==> config.mk <==
export PLATFORM = sky130hd
export DESIGN_NAME = mem_port_arbiter
export DESIGN_NICKNAME = d
export VERILOG_FILES = /design/src/rtl/mem_port_arbiter.sv
export SDC_FILE = /design/constraint.sdc
export NUM_CORES = 1
export LEC_CHECK = 0
export CAP_MARGIN = 15
export CORE_ASPECT_RATIO = 0.5
export CORE_MARGIN = 3
export CORE_UTILIZATION = 40
export CTS_BUF_LIST = sky130_fd_sc_hd__clkbuf_4 sky130_fd_sc_hd__clkbuf_8
export CTS_CLUSTER_SIZE = 12
export DETAILED_ROUTE_END_ITERATION = 12
export GPL_ROUTABILITY_DRIVEN = 0
export MAX_ROUTING_LAYER = met4
export PLACE_DENSITY = 0.89
export SYNTH_ARGS = -nofsm -noshare
export SYNTH_HDL_FRONTEND = slang
export SYNTH_SLANG_ARGS = --single-unit
==> constraint.sdc <==
create_clock -name clk -period 1.7 [get_ports clk]
set_input_delay 0.425 -clock clk [delete_from_list [all_inputs] [get_ports clk]]
set_output_delay 0.425 -clock clk [all_outputs]
set_load 0.005 [all_outputs]
==> src/rtl/mem_port_arbiter.sv <==
// Shares one SRAM controller between the IF and EXE pipeline stages.
// EXE has priority; a starvation counter forces IF through after STARVE_MAX losses.
module mem_port_arbiter #(
    parameter int ADDR_W     = 16,
    parameter int DATA_W     = 16,
    parameter int STARVE_MAX = 3,
    parameter int TIMEOUT    = 255
) (
    input  logic              clk,
    input  logic              rst,
    input  logic              if_req,
    input  logic [ADDR_W-1:0] if_addr,
    output logic              if_ack,
    output logic [DATA_W-1:0] if_rdata,
    input  logic              exe_req,
    input  logic              exe_we,
    input  logic [ADDR_W-1:0] exe_addr,
    input  logic [DATA_W-1:0] exe_wdata,
    output logic              exe_ack,
    output logic [DATA_W-1:0] exe_rdata,
    output logic              mc_req,
    output logic              mc_we,
    output logic [ADDR_W-1:0] mc_addr,
    output logic [DATA_W-1:0] mc_wdata,
    input  logic              mc_done,
    input  logic [DATA_W-1:0] mc_rdata,
    output logic              stall_if,
    output logic              stall_exe,
    output logic              busy,
    output logic              err
);

    typedef enum logic {
        IDLE,
        BUSY
    } state_t;

    state_t      state;
    state_t      state_nx;
    logic        owner_exe;
    logic [3:0]  starve_cnt;
    logic [7:0]  wd_cnt;
    logic        if_elig;
    logic        exe_elig;
    logic        turn;
    logic        starve_hit;
    logic        timeout_hit;
    logic        grant_if;
    logic        grant_exe;

    // Arbitration decode and next-state; an ack cycle is a turnaround cycle.
    always_comb begin
        state_nx    = state;
        if_elig     = if_req & ~if_ack;
        exe_elig    = exe_req & ~exe_ack;
        turn        = if_ack | exe_ack;
        starve_hit  = (starve_cnt == 4'(STARVE_MAX));
        timeout_hit = (wd_cnt == 8'(TIMEOUT));
        grant_if    = 1'b0;
        grant_exe   = 1'b0;
        unique case (state)
            IDLE: begin
                grant_if  = ~turn & if_elig & (~exe_elig | starve_hit);
                grant_exe = ~turn & exe_elig & ~grant_if;
                if (grant_if | grant_exe) begin
                    state_nx = BUSY;
                end
            end
            BUSY: begin
                if (mc_done | timeout_hit) begin
                    state_nx = IDLE;
                end
            end
            default: state_nx = IDLE;
        endcase
    end

    // State register.
    always_ff @(posedge clk or negedge rst) begin
        if (!rst) begin
            state <= IDLE;
        end else begin
            state <= state_nx;
        end
    end

    // Request latching, completion, watchdog and starvation tracking.
    always_ff @(posedge clk or negedge rst) begin
        if (!rst) begin
            owner_exe  <= 1'b0;
            mc_req     <= 1'b0;
            mc_we      <= 1'b0;
            mc_addr    <= '0;
            mc_wdata   <= '0;
            if_ack     <= 1'b0;
            exe_ack    <= 1'b0;
            if_rdata   <= '0;
            exe_rdata  <= '0;
            err        <= 1'b0;
            starve_cnt <= '0;
            wd_cnt     <= '0;
        end else begin
            if_ack  <= 1'b0;
            exe_ack <= 1'b0;
            unique case (state)
                IDLE: begin
                    if (grant_if | grant_exe) begin
                        owner_exe <= grant_exe;
                        mc_req    <= 1'b1;
                        mc_we     <= grant_exe & exe_we;
                        mc_addr   <= grant_exe ? exe_addr : if_addr;
                        mc_wdata  <= grant_exe ? exe_wdata : '0;
                        wd_cnt    <= '0;
                        if (grant_if || !if_req) begin
                            starve_cnt <= '0;
                        end else if (if_elig && starve_cnt != 4'hF) begin
                            starve_cnt <= starve_cnt + 4'd1;
                        end
                    end
                end
                BUSY: begin
                    if (mc_done) begin
                        mc_req <= 1'b0;
                        if (owner_exe) begin
                            exe_ack <= 1'b1;
                            if (!mc_we) exe_rdata <= mc_rdata;
                        end else begin
                            if_ack <= 1'b1;
                            if (!mc_we) if_rdata <= mc_rdata;
                        end
                    end else if (timeout_hit) begin
                        mc_req <= 1'b0;
                        err    <= 1'b1;
                        if (owner_exe) begin
                            exe_ack   <= 1'b1;
                            exe_rdata <= '1;
                        end else begin
                            if_ack   <= 1'b1;
                            if_rdata <= '1;
                        end
                    end else begin
                        wd_cnt <= wd_cnt + 8'd1;
                    end
                end
                default: ;
            endcase
        end
    end

    assign stall_if  = if_req & ~if_ack;
    assign stall_exe = exe_req & ~exe_ack;
    assign busy      = (state == BUSY);

endmodule

Word level (Yosys, flattened, before mapping)
Index checks and enable logic that the tools add are counted.

Flip-flop bits (word level): 83. Input bits: 70. Word-level logic and storage cells: 89.

$add $sub $neg: 2. Eq/ne operators: 8. Multiplexer cells: 34. Bitwise logic cells: 20. Reductions and logical operators: 12.

Operators by type and width (number): 16-bit 2-to-1 mux (11); 8-bit 2-to-1 mux (3); 8-bit case mux with 2 select lines (1); 1-bit 2-to-1 mux (15); 3-bit AND reduction (3); 8-bit by 1-bit adder with 8-bit output, second input constant (1); 8-bit == test, second input constant (1); 4-bit 2-to-1 mux (2); 2-bit != test, second input constant (4); 1-bit NOT (8); 4-bit AND reduction (2); 1-bit bitwise AND (7); 1-bit OR (5); 4-bit by 1-bit adder with 4-bit output, second input constant (1); 4-bit by 2-bit == test with 1-bit output, second input constant (1); 4-bit != test, second input constant (1); 1-bit case mux with 2 select lines (2); 2-bit AND reduction (2); 2-bit nonzero test (2); 3-bit by 2-bit != test with 1-bit output, second input constant (1); 1-bit logical AND (1); 1-bit logical NOT (1); 1-bit logical OR (1).

Depth between registers and ports, before layout
Gate-level depths: netlist of the first run.

Word-level depth: 11. Depth in mapped cells: 7. Mapped depth without buffers: 5.

Worst setup path before layout of the first run
No wires, ideal clock.

Kind: flip-flop to flip-flop. Start point: register wd_cnt[0]. End point: register exe_rdata[10]. Setup time: 0.121 ns. Arrival: 1.627 ns. Slack: -0.048 ns. Cell stages (with the launch flop): 8. Path buffers: 2. Clock period less this slack: 1.748 ns. Cells stage by stage: dfrtp_1 -> ha_1 -> and3_1 -> buf_2 -> a31oi_1 -> nor2_2 -> buf_2 -> o22a_1.

Longest elaborated chain between the ends: 3.

Ends and longest elaborated chain: from (decl) (line 42) `logic [7:0] wd_cnt;`; from (signal assigned) (line 142) `wd_cnt <= wd_cnt + 8'd1;`; 8-bit == test (line 58) `timeout_hit = (wd_cnt == 8'(TIMEOUT));`; 2-bit nonzero test (no source line); 4-bit AND reduction (no source line); to (signal assigned) (line 126) `if (!mc_we) exe_rdata <= mc_rdata;`; to (decl) (line 20) `output logic [DATA_W-1:0] exe_rdata,`.

No other way between the ends. A chain may end at the register's enable or synchronous reset.

Worst setup path in the final report of the first run
Start point: register state (netlist: busy). End point: register mc_addr[13].

Longest elaborated chain between the ends: 3. Elaborated cells between the ends (all ways): 6. Those cells by class: 3 x mux; 2 x bitwise; 1 x reduce/logical.

Ends and longest elaborated chain: from (decl) (line 38) `state_t state;`; from (signal assigned) (line 83) `state <= state_nx;`; 1-bit 2-to-1 mux (line 61) `unique case (state)`; 1-bit OR (line 107) `if (grant_if | grant_exe) begin`; 2-bit AND reduction (no source line); to (signal assigned) (line 111) `mc_addr <= grant_exe ? exe_addr : if_addr;`; to (decl) (line 23) `output logic [ADDR_W-1:0] mc_addr,`.

Parallel ways exist; a longest one is shown, timed or not.

==> impl_metrics.py, run 1 <==
metrics = {
    "placed_design": {
        "port_buffers": 141,
        "place_hpwl_mm": 7.07,
    },
    "route": {
        "routed_wl_mm": 12.9,
        "drt-pass1-iter-count": 4,
        "drc_errors": 0,
        "dr_total_vias": 3378,
        "route.detailed.vias_per_inst": 5.65,
        "ant_nets": 0,
        "drtIter0Drc": 202,
        "drt-wirelength-per-cell_um": 21.5,
    },
    "setup_path": {
        "crit_path_start_kind": "flop",
        "setup.worst_path.end_class": "flop",
        "critical_path_arrival_ns": 2.09,
        "critical_path_required_ns": 1.94,
        "timing.reg2reg.worst_path_depth": 6,
        "timing_worst_setup_path_type": "flop to flop",
        "path_max_fanout": 8,
    },
    "floorplan": {
        "fp.dieArea_um2": 9770,
        "initial_utilization": 0.420,
        "pin_count": 142,
        "die_height_um": 71.4,
        "rows": 23,
        "horizontal_die_dimension_um": 137,
        "coreArea_um2": 8140,
    },
    "grt": {
        "global_route_wire_length_before_repair_mm": 15.8,
        "antenna_violations_before_repair": 0,
        "globalRouteTotalUtil": 0.213,
        "first_global_vias": 3131,
        "remaining_overflow_grt": 0,
        "grt_max_degree": 67,
    },
    "outcome": {
        "status": "finished, violations left",
        "failed_checks": "negative setup slack",
    },
    "power": {
        "clk_pwr_share": 0.132,
        "seq_power_share": 0.347,
        "p_int_mw": 6.52,
        "power.net_switching_mw": 3.47,
        "p_per_area_nw_per_um2": 1680,
        "total_power_mw": 9.99,
        "total_leakage_power_nw": 2.74,
        "power.switching_fraction": 0.347,
        "comb_power_share": 0.521,
        "ir_worst_vdd_v": 0.000804,
    },
    "timing": {
        "grt_setup_unrepaired": "yes",
        "finalWorstPathRequiredPeriod_ns": 1.85,
        "tightestPinTransition_ns": 0.750,
        "final.period_utilization": 1.09,
        "slew-limit-headroom": 0.499,
        "final_ws_setup_ns": -0.151,
        "setup_tns_ns": -4.67,
        "fin_worst_skew_ns": 0.0202,
        "max_freq_mhz": 540,
        "final-hold-violation-count": 0,
        "timing_max_transition_violations_final": 0,
        "setup-violations-final": 69,
    },
    "yosys": {
        "synthesis.instances": 285,
        "synthesized_area_fraction_occupied_by_ao_oa_aoi_and_oai_cells": 0.227,
        "count_of_synthesis_stage_warnings_from_yosys": 0,
        "synth_enable_flop_cells": 0,
        "ys_seq_area_frac": 0.607,
        "synth.distinct_cells": 42,
        "synth_top_area_share": 0.607,
        "synth_most_common_cell": "dfrtp_1",
        "synth_fa_ha_area_frac": 0.00731,
        "syn-cell-area_um2": 3420,
        "yosysTopAreaCell": "dfrtp_1",
        "synth.area.mux_share": 0.00329,
        "synth.area.top_cells": "dfrtp_1, o22a_1, nor2_1, a22o_1, o22ai_2",
        "post_synth.cell_area_avg_um2": 12.0,
        "proportion_of_synthesized_flip_flops_having_asynchronous_set_or_reset": 1.00,
        "synthTopCellsByCount": "dfrtp_1, nor2_1, o22a_1",
        "combinational_family_with_the_most_area_after_synthesis": "compound AO/OA/AOI/OAI gates",
        "post_synth_and_or_nand_nor_area_fraction": 0.112,
        "yosys.area_share.xor_xnor": 0.00768,
        "synth_fp_nets": 357,
        "postSynthRegisterBits": 83,
        "synth-main-ff-cell": "dfrtp_1",
    },
    "clock_network": {
        "cts_made_buffers": 9,
        "worst_setup_hold_path_clk_slew_ns": 0.09,
        "h-tree-depth": 3,
        "clock_insertion_delay_worst_skew_ns": 0.37,
        "clockBufferDepth": 2,
        "tritoncts": "built",
        "clkSinkCount": 83,
        "cts-root-buf": "clkbuf_8",
    },
    "finish": {
        "antennaDiodeCount": 0,
        "finish.net_count": 554,
        "area_of_the_multi_input_gates_um2": 1400,
        "areaGrowthSynthToFinish_pct": 73.4,
        "seqCellArea_um2": 2080,
        "drive_gt1_frac": 0.241,
        "layout.filler_cells": 495,
    },
    "hold_path": {
        "min-delay-path-class": "input pin to async pin",
    },
    "job": {
        "cap_viol_max_count": 0,
    },
}
==> routing by layer <==
metal | vias up | share of wire | GRT usage
met5 | - | 0 | -
met3 | 37 | 0.064 | 0.0596
met1 | 1721 | 0.39 | 0.250
met4 | 0 | 0.027 | 0.0796
li1 | 1450 | - | -
met2 | 170 | 0.52 | 0.354
==> metrics by stage <==
stage                     cells  worst slack (ns)  hold slack (ns)  instance area [um2]   util
after floorplan             285            0.0111            0.129                 3440      -
after global placement      558            -0.347            0.306                 5220  0.641
after detailed placement    558            -0.375            0.309                 5220  0.641
after CTS                   577           -0.0584            0.459                 5440  0.667
after global routing        598            -0.195            0.464                 5940  0.729
final                       598            -0.151            0.459                 5940  0.729
==> final timing paths <==
check                                               from                       end  slack [ns]
worst min register to register  if_rdata[11]$_DFFE_PN0P_  if_rdata[11]$_DFFE_PN0P_        0.48
min in group clk                if_rdata[11]$_DFFE_PN0P_  if_rdata[11]$_DFFE_PN0P_        0.48
worst max-delay path                      busy$_DFF_PN0_   mc_addr[13]$_DFFE_PN0P_       -0.15
max in group asynchronous                            rst     wd_cnt[2]$_DFFE_PN0P_        0.61
worst min-delay path                                 rst    mc_addr[0]$_DFFE_PN0P_        0.46
worst max register to register            busy$_DFF_PN0_   mc_addr[13]$_DFFE_PN0P_       -0.15
==> flip-flops by register name, indices dropped and copies added (netlist names), 4 cells and up <==
register / cells
exe_rdata: 16
if_rdata: 16
mc_addr: 16
mc_wdata: 16
wd_cnt: 8
starve_cnt: 4
==> kinds of logic after synthesis <==
kind of cell,count (synthesis)
simple gates,82
mux,1
compound gates,92
buf+inv,22
xor+xnor,3
fa+ha+maj,2
flops,83
==> repair_timing <==
| item | 4_1_cts | 5_1_grt |
|---|---|---|
| pin swaps | 1 | 40 |
| hold endpoints to repair | 17 | 0 |
| resized for setup | 19 | 69 |
| hold buffers | 1 | 0 |
| cloned | 0 | 4 |
| setup endpoints to repair | 42 | 108 |
| setup buffers | 3 | 17 |
==> placed cells by master, fill, tap and decap left out, drive strengths merged, types with 10 or more instances in the layout <==
master / Yosys / layout
buf: 12 / 59
o22a: 32 / 32
nand3: 10 / 10
clkbuf: 5 / 17
o22ai: 16 / 16
nand2: 10 / 10
dlymetal6s2s: 0 / 34
a22o: 17 / 17
dfrtp: 83 / 83
nor2: 43 / 43
clkdlybuf4s50: 0 / 97
==> final cells by class <==
| type | count | share of cell area |
|---|---|---|
| Clock buffer | 13 | 0.0270 |
| Clock inverter | 2 | 0.00211 |
| Inverter | 5 | 0.00316 |
| Multi-Input combinational cell | 180 | 0.236 |
| Sequential cell | 83 | 0.350 |
| Tap cell | 112 | 0.0236 |
| Timing Repair Buffer | 203 | 0.358 |
==> power groups by stage <==
stage / logic, mW / registers, mW / clock network (mW)
4_1_cts: 4.33 / 3.37 / 1.33
5_1_grt: 5.48 / 3.54 / 1.43
2_1_floorplan: 1.71 / 3.42 / 0
3_3_place_gp: 4.13 / 3.37 / 0
6_report: 5.20 / 3.46 / 1.32
3_5_place_dp: 4.26 / 3.41 / 0
==> critical path, cell delays in order (launching register included) <==
cell and delay, ns:
dfrtp_1 0.42, buf_6 0.13, or3_4 0.39, a211o_4 0.37
clkbuf_16 0.19, o22ai_2 0.13, nor2_1 0.08
(Power assumes the default switching activity.)
==> run 2: changes to the inputs <==
--- a/config.mk
+++ b/config.mk
@@ -6,15 +6,14 @@
 export NUM_CORES = 1
 export LEC_CHECK = 0
 export CAP_MARGIN = 15
-export CORE_ASPECT_RATIO = 0.5
-export CORE_MARGIN = 3
-export CORE_UTILIZATION = 40
+export CORE_ASPECT_RATIO = 1.4
+export CORE_UTILIZATION = 35
 export CTS_BUF_LIST = sky130_fd_sc_hd__clkbuf_4 sky130_fd_sc_hd__clkbuf_8
 export CTS_CLUSTER_SIZE = 12
 export DETAILED_ROUTE_END_ITERATION = 12
 export GPL_ROUTABILITY_DRIVEN = 0
 export MAX_ROUTING_LAYER = met4
-export PLACE_DENSITY = 0.89
+export PLACE_DENSITY = 0.8
 export SYNTH_ARGS = -nofsm -noshare
 export SYNTH_HDL_FRONTEND = slang
 export SYNTH_SLANG_ARGS = --single-unit
==> run 2 against run 1 <==
The flow still finishes with violations (negative setup slack). Via count shrank 9.7%. Global-route usage down 1.9 points. Hold slack worse by 0.45 ns. Die area grew 4.2%. Critical path depth shrank 1. Clock power grew 8%. Sequential cell count unchanged. Combinational power fell by 16%. Clock skew is 0.012 ns lower. Non-clock buffer count fell by 13. Highest routed layer unchanged.
==> impl_metrics.py, run 2 (synthesized netlist as in run 1, its figures left out) <==
metrics = {
    "finish": {
        "layout.cells.most_common_list": "clkdlybuf4s50_1, dfrtp_1, buf_4",
        "drive_gt1_frac": 0.194,
        "mostFrequentLayoutCell": "clkdlybuf4s50_1",
        "utilization": 0.590,
        "areaGrowthSynthToFinish_pct": 63.0,
        "antennaDiodeCount": 0,
        "finish.net_count": 541,
        "design_area_um2": 5580,
    },
    "floorplan": {
        "initial_utilization": 0.362,
        "coreArea_um2": 9460,
        "pin_count": 142,
        "die_height_um": 119,
        "horizontal_die_dimension_um": 85.6,
        "rows": 42,
        "fp.dieArea_um2": 10200,
    },
    "clock_network": {
        "worst_setup_hold_path_clk_slew_ns": 0.09,
        "clkSinkCount": 83,
        "clockBufferDepth": 2,
        "cts-root-buf": "clkbuf_8",
        "clock_insertion_delay_worst_skew_ns": 0.36,
        "h-tree-depth": 3,
        "tritoncts": "built",
        "cts_made_buffers": 9,
    },
    "timing": {
        "timing_max_transition_violations_final": 0,
        "grt_setup_unrepaired": "yes",
        "setup_tns_ns": -0.580,
        "max_freq_mhz": 574,
        "finalWorstPathRequiredPeriod_ns": 1.74,
        "final.period_utilization": 1.02,
        "slew-limit-headroom": 0.540,
        "setup-violations-final": 28,
        "fin_worst_skew_ns": 0.00865,
        "final_ws_setup_ns": -0.0407,
        "final-hold-violation-count": 0,
        "worst_slack_on_hold_paths_ns": 0.0108,
        "tightestPinTransition_ns": 0.689,
    },
    "grt": {
        "antenna_violations_before_repair": 0,
        "grt_max_degree": 32,
        "remaining_overflow_grt": 0,
        "globalRouteTotalUtil": 0.194,
        "global_route_wire_length_before_repair_mm": 15.0,
        "first_global_vias": 3104,
    },
    "placed_design": {
        "place_hpwl_mm": 6.83,
        "port_buffers": 141,
        "placed_area_um2": 5210,
    },
    "route": {
        "route.detailed.vias_per_inst": 5.22,
        "drtIter0Drc": 104,
        "routed_wl_mm": 9.36,
        "drt-wirelength-per-cell_um": 16.0,
        "drt-pass1-iter-count": 4,
        "drc_errors": 0,
        "ant_nets": 0,
        "dr_total_vias": 3049,
    },
    "power": {
        "p_per_area_nw_per_um2": 1640,
        "p_int_mw": 6.23,
        "seq_power_share": 0.368,
        "power.switching_fraction": 0.319,
        "ir_worst_vdd_v": 0.000809,
        "total_leakage_power_nw": 2.48,
        "power.net_switching_mw": 2.92,
        "clk_pwr_share": 0.155,
        "total_power_mw": 9.15,
        "comb_power_share": 0.477,
    },
    "hold_path": {
        "min-delay-path-class": "input pin to async pin",
    },
    "outcome": {
        "status": "finished, violations left",
        "failed_checks": "negative setup slack",
    },
    "setup_path": {
        "critical_path_arrival_ns": 2.04,
        "path_max_fanout": 16,
        "crit_path_start_kind": "flop",
        "timing_worst_setup_path_type": "flop to flop",
        "critical_path_required_ns": 1.99,
        "setup.worst_path.end_class": "flop",
    },
    "job": {
        "cap_viol_max_count": 0,
    },
}
==> run 2: worst paths after layout <==
kind                                          start                       end  slack, ns  cells past startpoint
max in group asynchronous                       rst   if_rdata[2]$_DFFE_PN0P_       1.17                      2
hold / removal                                  rst    mc_addr[2]$_DFFE_PN0P_       0.01                      1
setup / recovery              wd_cnt[0]$_DFFE_PN0P_   if_rdata[9]$_DFFE_PN0P_      -0.04                      5
hold reg to reg            exe_rdata[9]$_DFFE_PN0P_  exe_rdata[9]$_DFFE_PN0P_       0.49                      1
setup reg to reg              wd_cnt[0]$_DFFE_PN0P_   if_rdata[9]$_DFFE_PN0P_      -0.04                      5
min in group clk           exe_rdata[9]$_DFFE_PN0P_  exe_rdata[9]$_DFFE_PN0P_       0.49                      1
==> run 2: final cells by class <==
class	count	area [um2]
fill	777	3880
clock inverter	7	77.6
inverter	5	18.8
sequential	83	2080
clock buffer	9	124
multi-input combinational	180	1270
tap	110	138
timing repair buffer	190	1870
==> run 2: worst max-delay path, cell delays in order (launching register included) <==
cell	delay (ns)
dfrtp_1	0.37
ha_1	0.17
and3_4	0.22
a31oi_2	0.11
nor2_2	0.55
o22a_1	0.25
==> run 2: power by group through the flow <==
stage,Combinational (mW),Clock [mW],Sequential (mW)
after global placement,4.06,0,3.40
after global routing,4.72,1.54,3.46
final,4.36,1.42,3.36
after detailed placement,4.19,0,3.43
after CTS,4.26,1.46,3.39
after floorplan,1.71,0,3.42
==> run 2: timing repair <==
item / in CTS / in global routing
buffers inserted: 3 / 10
pin swaps: 1 / 7
gates resized for setup: 12 / 27
hold endpoints to repair: 0 / 0
endpoints found under the setup margin: 39 / 82
hold buffers: 0 / 0
gates cloned: 0 / 1
==> run 2: per-layer routing <==
metal  global-route usage  up-vias  routed length, um
li1                     -     1426                  -
met1                0.215     1485               3630
met2                0.332      117               4980
met3               0.0402       21                502
met4               0.0896        0                246
met5                    -        -                  0
==> run 2: per-stage QoR <==
| step | instances | setup slack, ns |
|---|---|---|
| 4_1_cts | 575 | -0.103 |
| 3_5_place_dp | 556 | -0.440 |
| 2_1_floorplan | 285 | 0.0111 |
| 3_3_place_gp | 556 | -0.401 |
| 5_1_grt | 584 | -0.150 |
| 6_report | 584 | -0.0407 |
